$ cat src/rtl/reg_dump_streamer_if.sv
// Stream bus carrying register-dump words from reg_dump_streamer to a consumer.
// The master drives the word and its qualifiers; the slave returns tx_ready.
interface reg_dump_streamer_if;
   logic [15:0] tx_data;
   logic [3:0]  tx_tag;
   logic        tx_last;
   logic        tx_valid;
   logic        tx_ready;

   modport master (
      output tx_data,
      output tx_tag,
      output tx_last,
      output tx_valid,
      input  tx_ready
   );

   modport slave (
      input  tx_data,
      input  tx_tag,
      input  tx_last,
      input  tx_valid,
      output tx_ready
   );
endinterface

$ cat src/rtl/reg_dump_streamer.sv
// reg_dump_streamer: on a snap request, freezes the PC and a bank of NREGS
// 16-bit registers into a shadow copy, then streams them out one word per
// accepted handshake. Snap requests that arrive mid-frame are counted in a
// saturating drop counter.
// Optional feature macro DUMP_PC_HEADER_EN: when defined, each frame starts
// with a tag-0 PC header word; when undefined the frame is registers only.
module reg_dump_streamer #(
   parameter int NREGS  = 8,
   parameter int DROP_W = 8
) (
   input  logic                  clk,
   input  logic                  rst,
   input  logic                  snap,
   input  logic [15:0]           pc_in,
   input  logic [16*NREGS-1:0]   regbank_in,
   reg_dump_streamer_if.master   tx,
   output logic                  busy,
   output logic [DROP_W-1:0]     drop_cnt
);

   localparam int IDX_W = $clog2(NREGS + 1);
   localparam int SEL_W = (NREGS > 1) ? $clog2(NREGS) : 1;
   localparam logic [IDX_W-1:0] LAST_IDX = IDX_W'(NREGS);
`ifdef DUMP_PC_HEADER_EN
   localparam logic [IDX_W-1:0] FIRST_IDX = '0;
`else
   localparam logic [IDX_W-1:0] FIRST_IDX = IDX_W'(1);
`endif

   typedef enum logic {IDLE, SEND} state_e;

   state_e             state_q, state_d;
   logic [IDX_W-1:0]   idx_q, idx_d;          // word index == tag of current word
   logic [15:0]        regs_q [NREGS];
   logic [15:0]        regs_d [NREGS];
   logic [DROP_W-1:0]  drop_q, drop_d;
   logic [SEL_W-1:0]   reg_sel;

`ifdef DUMP_PC_HEADER_EN
   logic [15:0]        pc_q, pc_d;
`else
   logic               unused_pc;
   assign unused_pc = ^pc_in;
`endif

   // Next-state: capture on snap in IDLE, walk the index in SEND, count drops.
   always_comb begin
      // NOTE: every variable gets a default first so no path leaves it unassigned and infers a latch.
      state_d = state_q;
      idx_d   = idx_q;
      regs_d  = regs_q;
      drop_d  = drop_q;
`ifdef DUMP_PC_HEADER_EN
      pc_d    = pc_q;
`endif
      unique case (state_q)
         IDLE: begin
            if (snap) begin
               state_d = SEND;
               idx_d   = FIRST_IDX;
               for (int k = 0; k < NREGS; k++) begin
                  regs_d[k] = regbank_in[16*k +: 16];
               end
`ifdef DUMP_PC_HEADER_EN
               pc_d    = pc_in;
`endif
            end
         end
         SEND: begin
            // Any snap while a frame is out, including on the last transfer, is dropped.
            if (snap && (drop_q != '1)) begin
               drop_d = drop_q + 1'b1;
            end
            if (tx.tx_ready) begin
               if (idx_q == LAST_IDX) begin
                  state_d = IDLE;
                  idx_d   = '0;
               end else begin
                  idx_d   = idx_q + 1'b1;
               end
            end
         end
         default: state_d = IDLE;
      endcase
   end

   // State and shadow registers; reset clears everything, aborting any frame.
   always_ff @(posedge clk or negedge rst) begin
      // NOTE: sequential state uses non-blocking assignments so every flop samples pre-edge values.
      if (!rst) begin
         state_q <= IDLE;
         idx_q   <= '0;
         drop_q  <= '0;
         // NOTE: the shadow bank is deliberately reset; its contents must read as zero after reset.
         regs_q  <= '{default: '0};
`ifdef DUMP_PC_HEADER_EN
         pc_q    <= '0;
`endif
      end else begin
         state_q <= state_d;
         idx_q   <= idx_d;
         drop_q  <= drop_d;
         regs_q  <= regs_d;
`ifdef DUMP_PC_HEADER_EN
         pc_q    <= pc_d;
`endif
      end
   end

   // Register select: tag K+1 carries rK.
   assign reg_sel = SEL_W'(idx_q - 1'b1);

   // Stream outputs come straight from flops, so they hold while stalled and read zero when idle.
   always_comb begin
      tx.tx_valid = (state_q == SEND);
      tx.tx_data  = '0;
      tx.tx_tag   = '0;
      tx.tx_last  = 1'b0;
      if (state_q == SEND) begin
         tx.tx_tag  = 4'(idx_q);
         tx.tx_last = (idx_q == LAST_IDX);
`ifdef DUMP_PC_HEADER_EN
         if (idx_q == '0) begin
            tx.tx_data = pc_q;
         end else begin
            tx.tx_data = regs_q[reg_sel];
         end
`else
         tx.tx_data = regs_q[reg_sel];
`endif
      end
   end

   assign busy     = (state_q == SEND);
   assign drop_cnt = drop_q;

endmodule

$ cat src/flat_wrapper.sv
// flat-port wrapper written by rule: the top's interface ports become plain ports
module reg_dump_streamer_flat 
#(
   parameter int NREGS  = 8,
   parameter int DROP_W = 8
)
  (clk, rst, snap, pc_in, regbank_in, busy, drop_cnt, tx_tx_data, tx_tx_tag, tx_tx_last, tx_tx_valid, tx_tx_ready);
  reg_dump_streamer_if tx_i ();
  input  logic clk;
  input  logic rst;
  input  logic snap;
  input  logic [15:0] pc_in;
  input  logic [16*NREGS-1:0] regbank_in;
  output logic busy;
  output logic [DROP_W-1:0] drop_cnt;
  output wire logic [$bits(tx_i.tx_data)-1:0] tx_tx_data;
  output wire logic [$bits(tx_i.tx_tag)-1:0] tx_tx_tag;
  output wire logic [$bits(tx_i.tx_last)-1:0] tx_tx_last;
  output wire logic [$bits(tx_i.tx_valid)-1:0] tx_tx_valid;
  input wire logic [$bits(tx_i.tx_ready)-1:0] tx_tx_ready;
  assign tx_tx_data = tx_i.tx_data;
  assign tx_tx_tag = tx_i.tx_tag;
  assign tx_tx_last = tx_i.tx_last;
  assign tx_tx_valid = tx_i.tx_valid;
  assign tx_i.tx_ready = tx_tx_ready;
  reg_dump_streamer #(.NREGS(NREGS), .DROP_W(DROP_W)) u_core (.clk(clk), .rst(rst), .snap(snap), .pc_in(pc_in), .regbank_in(regbank_in), .tx(tx_i), .busy(busy), .drop_cnt(drop_cnt));
endmodule
$ cat config.mk
export PLATFORM = sky130hd
export DESIGN_NAME = reg_dump_streamer_flat
export DESIGN_NICKNAME = d
export VERILOG_FILES = /design/src/rtl/reg_dump_streamer_if.sv /design/src/rtl/reg_dump_streamer.sv /design/src/flat_wrapper.sv
export SDC_FILE = /design/constraint.sdc
export NUM_CORES = 1
export LEC_CHECK = 0
export BUFFER_PORTS_ARGS = -buffer_cell sky130_fd_sc_hd__buf_4
export CELL_PAD_IN_SITES_DETAIL_PLACEMENT = 1
export CELL_PAD_IN_SITES_GLOBAL_PLACEMENT = 1
export CORE_MARGIN = 2
export CORE_UTILIZATION = 46
export DETAILED_ROUTE_END_ITERATION = 12
export GPL_TIMING_DRIVEN = 1
export PLACE_DENSITY_LB_ADDON = 0.1
export SKIP_CTS_REPAIR_TIMING = 1
export SLEW_MARGIN = 20
export SYNTH_ARGS = -nofsm -noshare
export SYNTH_HDL_FRONTEND = slang
export SYNTH_SLANG_ARGS = --single-unit
$ cat constraint.sdc
create_clock -name clk -period 3.4 [get_ports clk]
set_clock_uncertainty 0.05 [all_clocks]
set_input_delay 0.51 -clock clk [delete_from_list [all_inputs] [get_ports clk]]
set_output_delay 0.51 -clock clk [all_outputs]
set_load 0.005 [all_outputs]
==> flow_summary.json <==
{
  "status": "complete, no violations",
  "cp_top_family": "buffers and inverters",
  "end_kind": "output pin",
  "comb_power_share": 0.474,
  "p_int_w": 0.00639,
  "critPathArrivalTime_ns": 2.72,
  "core-area_um2": 14000,
  "grt_pass1_vias": 5103,
  "portBuffers": 162,
  "final_nets": 791,
  "cp.depth": 7,
  "critPathSlowestCell": "dfrtp_1",
  "yosysWarnings": 0,
  "gp_congestion": 0.772,
  "hold_class": "in -> async",
  "post-dp-hpwl_um": 11900,
  "cp-startpoint": "u_core.idx_q[0]",
  "die_y_um": 124,
  "cts_max_path_buffers": 2,
  "slew_headroom": 0.345,
  "max_stage_delay_ns": 0.51,
  "post-route-period-util": 0.965,
  "period_minus_slack_ns": 3.28,
  "pwr-share-seq": 0.317,
  "leakagePower_nw": 3.90,
  "drtAntennaViolNets": 0,
  "final_cell_mix": "buf_4, dfrtp_1, mux2_1, mux2_2, nor2_1",
  "ys_ff_latch": 141,
  "clk_pin_slew_ns": 0.06,
  "netlist_instances": 474,
  "path_cells": "inv_1 -> ha_4 -> buf_6 -> mux2_2 -> o221ai_1 -> nor2_1 -> buf_4",
  "regToRegEndpoint": "u_core.regs_q[14]",
  "final_core_util": 0.618,
  "vias": 4458,
  "drive_gt1_frac": 0.474,
  "layout_commonest_cell": "buf_4",
  "r2r_start": "u_core.busy",
  "syn_nets": 626,
  "reg2reg_depth": 3,
  "crit_fanout": 13,
  "routed_via_density": 5.36,
  "grt_max_degree": 108,
  "drcViolationCount": 0,
  "clock-sinks": 141,
  "grt-ovfl-total": 0,
  "htreeDepth": 4,
  "clkPwrFrac": 0.209,
  "r2r_setup_slack_ns": 1.20,
  "startpoint_type": "flop",
  "p_switching_w": 0.00326,
  "syn-cell-area_um2": 6660,
  "first_iter_violations": 180,
  "syn_to_final_growth_pct": 30.2,
  "cts-root-buf": "clkbuf_16",
  "powerDensity_nw_per_um2": 1110,
  "crit_required_ns": 2.84,
  "worstMarginPinSlew_ns": 0.983,
  "setup_violations": 0,
  "rows": 43,
  "ys_seq_area_frac": 0.529,
  "switching_share": 0.338,
  "synth_cell_types": 34,
  "num_io_pins": 179,
  "final_max_slew_viol_count": 0,
  "hold_viol": 0,
  "critical_path_class": "reg -> out",
  "max-cap-violations": 0,
  "first_pass_iters": 6,
  "diodes": 0,
  "crit_buf_inv": 3,
  "initial_core_util": 0.475,
  "fmax_mhz": 305,
  "ir_worst_vdd_v": 0.000582,
  "die_area_um2": 15500,
  "worstSkewPairLatency_ns": 0.42,
  "antenna_found_initial": 0,
  "endpoint": "tx_tx_data[8]",
  "syn_area_per_cell_um2": 14.1,
  "grt_pass1_wl_um": 27600,
  "die_x_um": 124,
  "cts_buffers": 17,
  "cts_tree": "yes",
  "gr-usage-all-layers": 0.227,
  "finalSetupTns_ns": 0,
  "drt_wl_total_um": 17100,
  "routedWlPerCell_um": 20.5
}
kinds of logic (layout without fill, tap and decap cells):
family	Yosys count	after routing	synth area share
AOI/OAI and AO/OA	43	43	0.0469
xor gates and xnor gates	7	7	0.0103
adders and majority gates	4	4	0.00751
buffers and inverters	32	210	0.0396
DFF	141	141	0.529
muxes	194	194	0.328
and+or+nand+nor	53	53	0.0383
sequential cells by signal, summed over array words and instances, names as in the netlist:
signal / flops
u_core.regs_q: 128
u_core.busy: 1
u_core.idx_q: 4
u_core.drop_cnt: 8
through the flow:
step           hold WS [ns]  std cells  total power, W  cell area [um2]  setup WS (ns)
2_1_floorplan         0.164        474         0.00587             6660           1.12
3_3_place_gp          0.412        798         0.00737             7990          0.396
3_5_place_dp          0.420        798         0.00758             7990          0.351
4_1_cts               0.216        830         0.00965             8650         -0.128
5_1_grt               0.237        832          0.0103             8680        -0.0159
6_report              0.185        832         0.00964             8680          0.118
how the worst min path moves through the flow:
| stage | slack [ns] | startpoint | to | cells past startpoint |
|---|---|---|---|---|
| 2_1_floorplan | 0.16 | rst | u_core.busy | 0 |
| 3_3_place_gp | 0.41 | u_core.regs_q[49] | u_core.regs_q[49] | 1 |
| 3_5_place_dp | 0.42 | u_core.regs_q[62] | u_core.regs_q[62] | 1 |
| 4_1_cts | 0.22 | rst | u_core.regs_q[52] | 1 |
| 5_1_grt | 0.24 | rst | u_core.regs_q[98] | 1 |
| 6_report | 0.18 | rst | u_core.regs_q[98] | 1 |
power groups by stage:
stage,Clock (W),Combinational [W],Sequential [W]
final,0.00202,0.00458,0.00305
after global routing,0.00213,0.00496,0.00318
after CTS,0.00205,0.00455,0.00305
after detailed placement,0,0.00451,0.00307
after global placement,0,0.00439,0.00297
after floorplan,0,0.00302,0.00286
cell type report:
cell class	instances	area, um2
inverters	2	7.51
fillers	1370	5360
flip-flops and latches	141	3530
well taps	180	225
repair buffers	176	1380
clock inverters	10	159
multi-input cells	301	2890
clock buffers	22	494
routing by layer:
| metal | track usage | share of wire | routed length (um) |
|---|---|---|---|
| met1 | 0.273 | 0.41 | 6980 |
| met2 | 0.398 | 0.52 | 8960 |
| met3 | 0.0666 | 0.055 | 940 |
| met4 | 0.0615 | 0.011 | 185 |
| met5 | 0 | 0 | 0 |
synthesized netlist by cell type:
library cell,count,area [um2]
xnor2_1,4,35.0
and2_1,5,31.3
nand3_1,6,30.0
and4_1,1,8.76
xor2_1,2,17.5
nand4_1,4,25.0
a22oi_1,1,7.51
o21a_1,1,7.51
clkbuf_1,1,3.75
o221ai_1,17,149
nor2_2,1,6.26
or3_1,1,6.26
a31oi_1,1,6.26
buf_4,9,67.6
nor2b_4,1,13.8
o21ai_0,3,15.0
buf_2,7,35.0
mux2_1,99,1110
buf_6,12,135
o22ai_1,16,100
mux2_2,95,1070
xnor2_2,1,16.3
a32o_1,1,10.0
buf_8,1,15.0
dfrtp_1,141,3530
nor3_1,1,5.00
a21oi_1,2,10.0
nand2_1,10,37.5
ha_1,4,50.1
nand2_2,1,6.26
a21o_1,1,7.51
and3_1,1,6.26
inv_1,2,7.51
nor2_1,21,78.8
No activity file was read; power rests on OpenSTA's default activity.
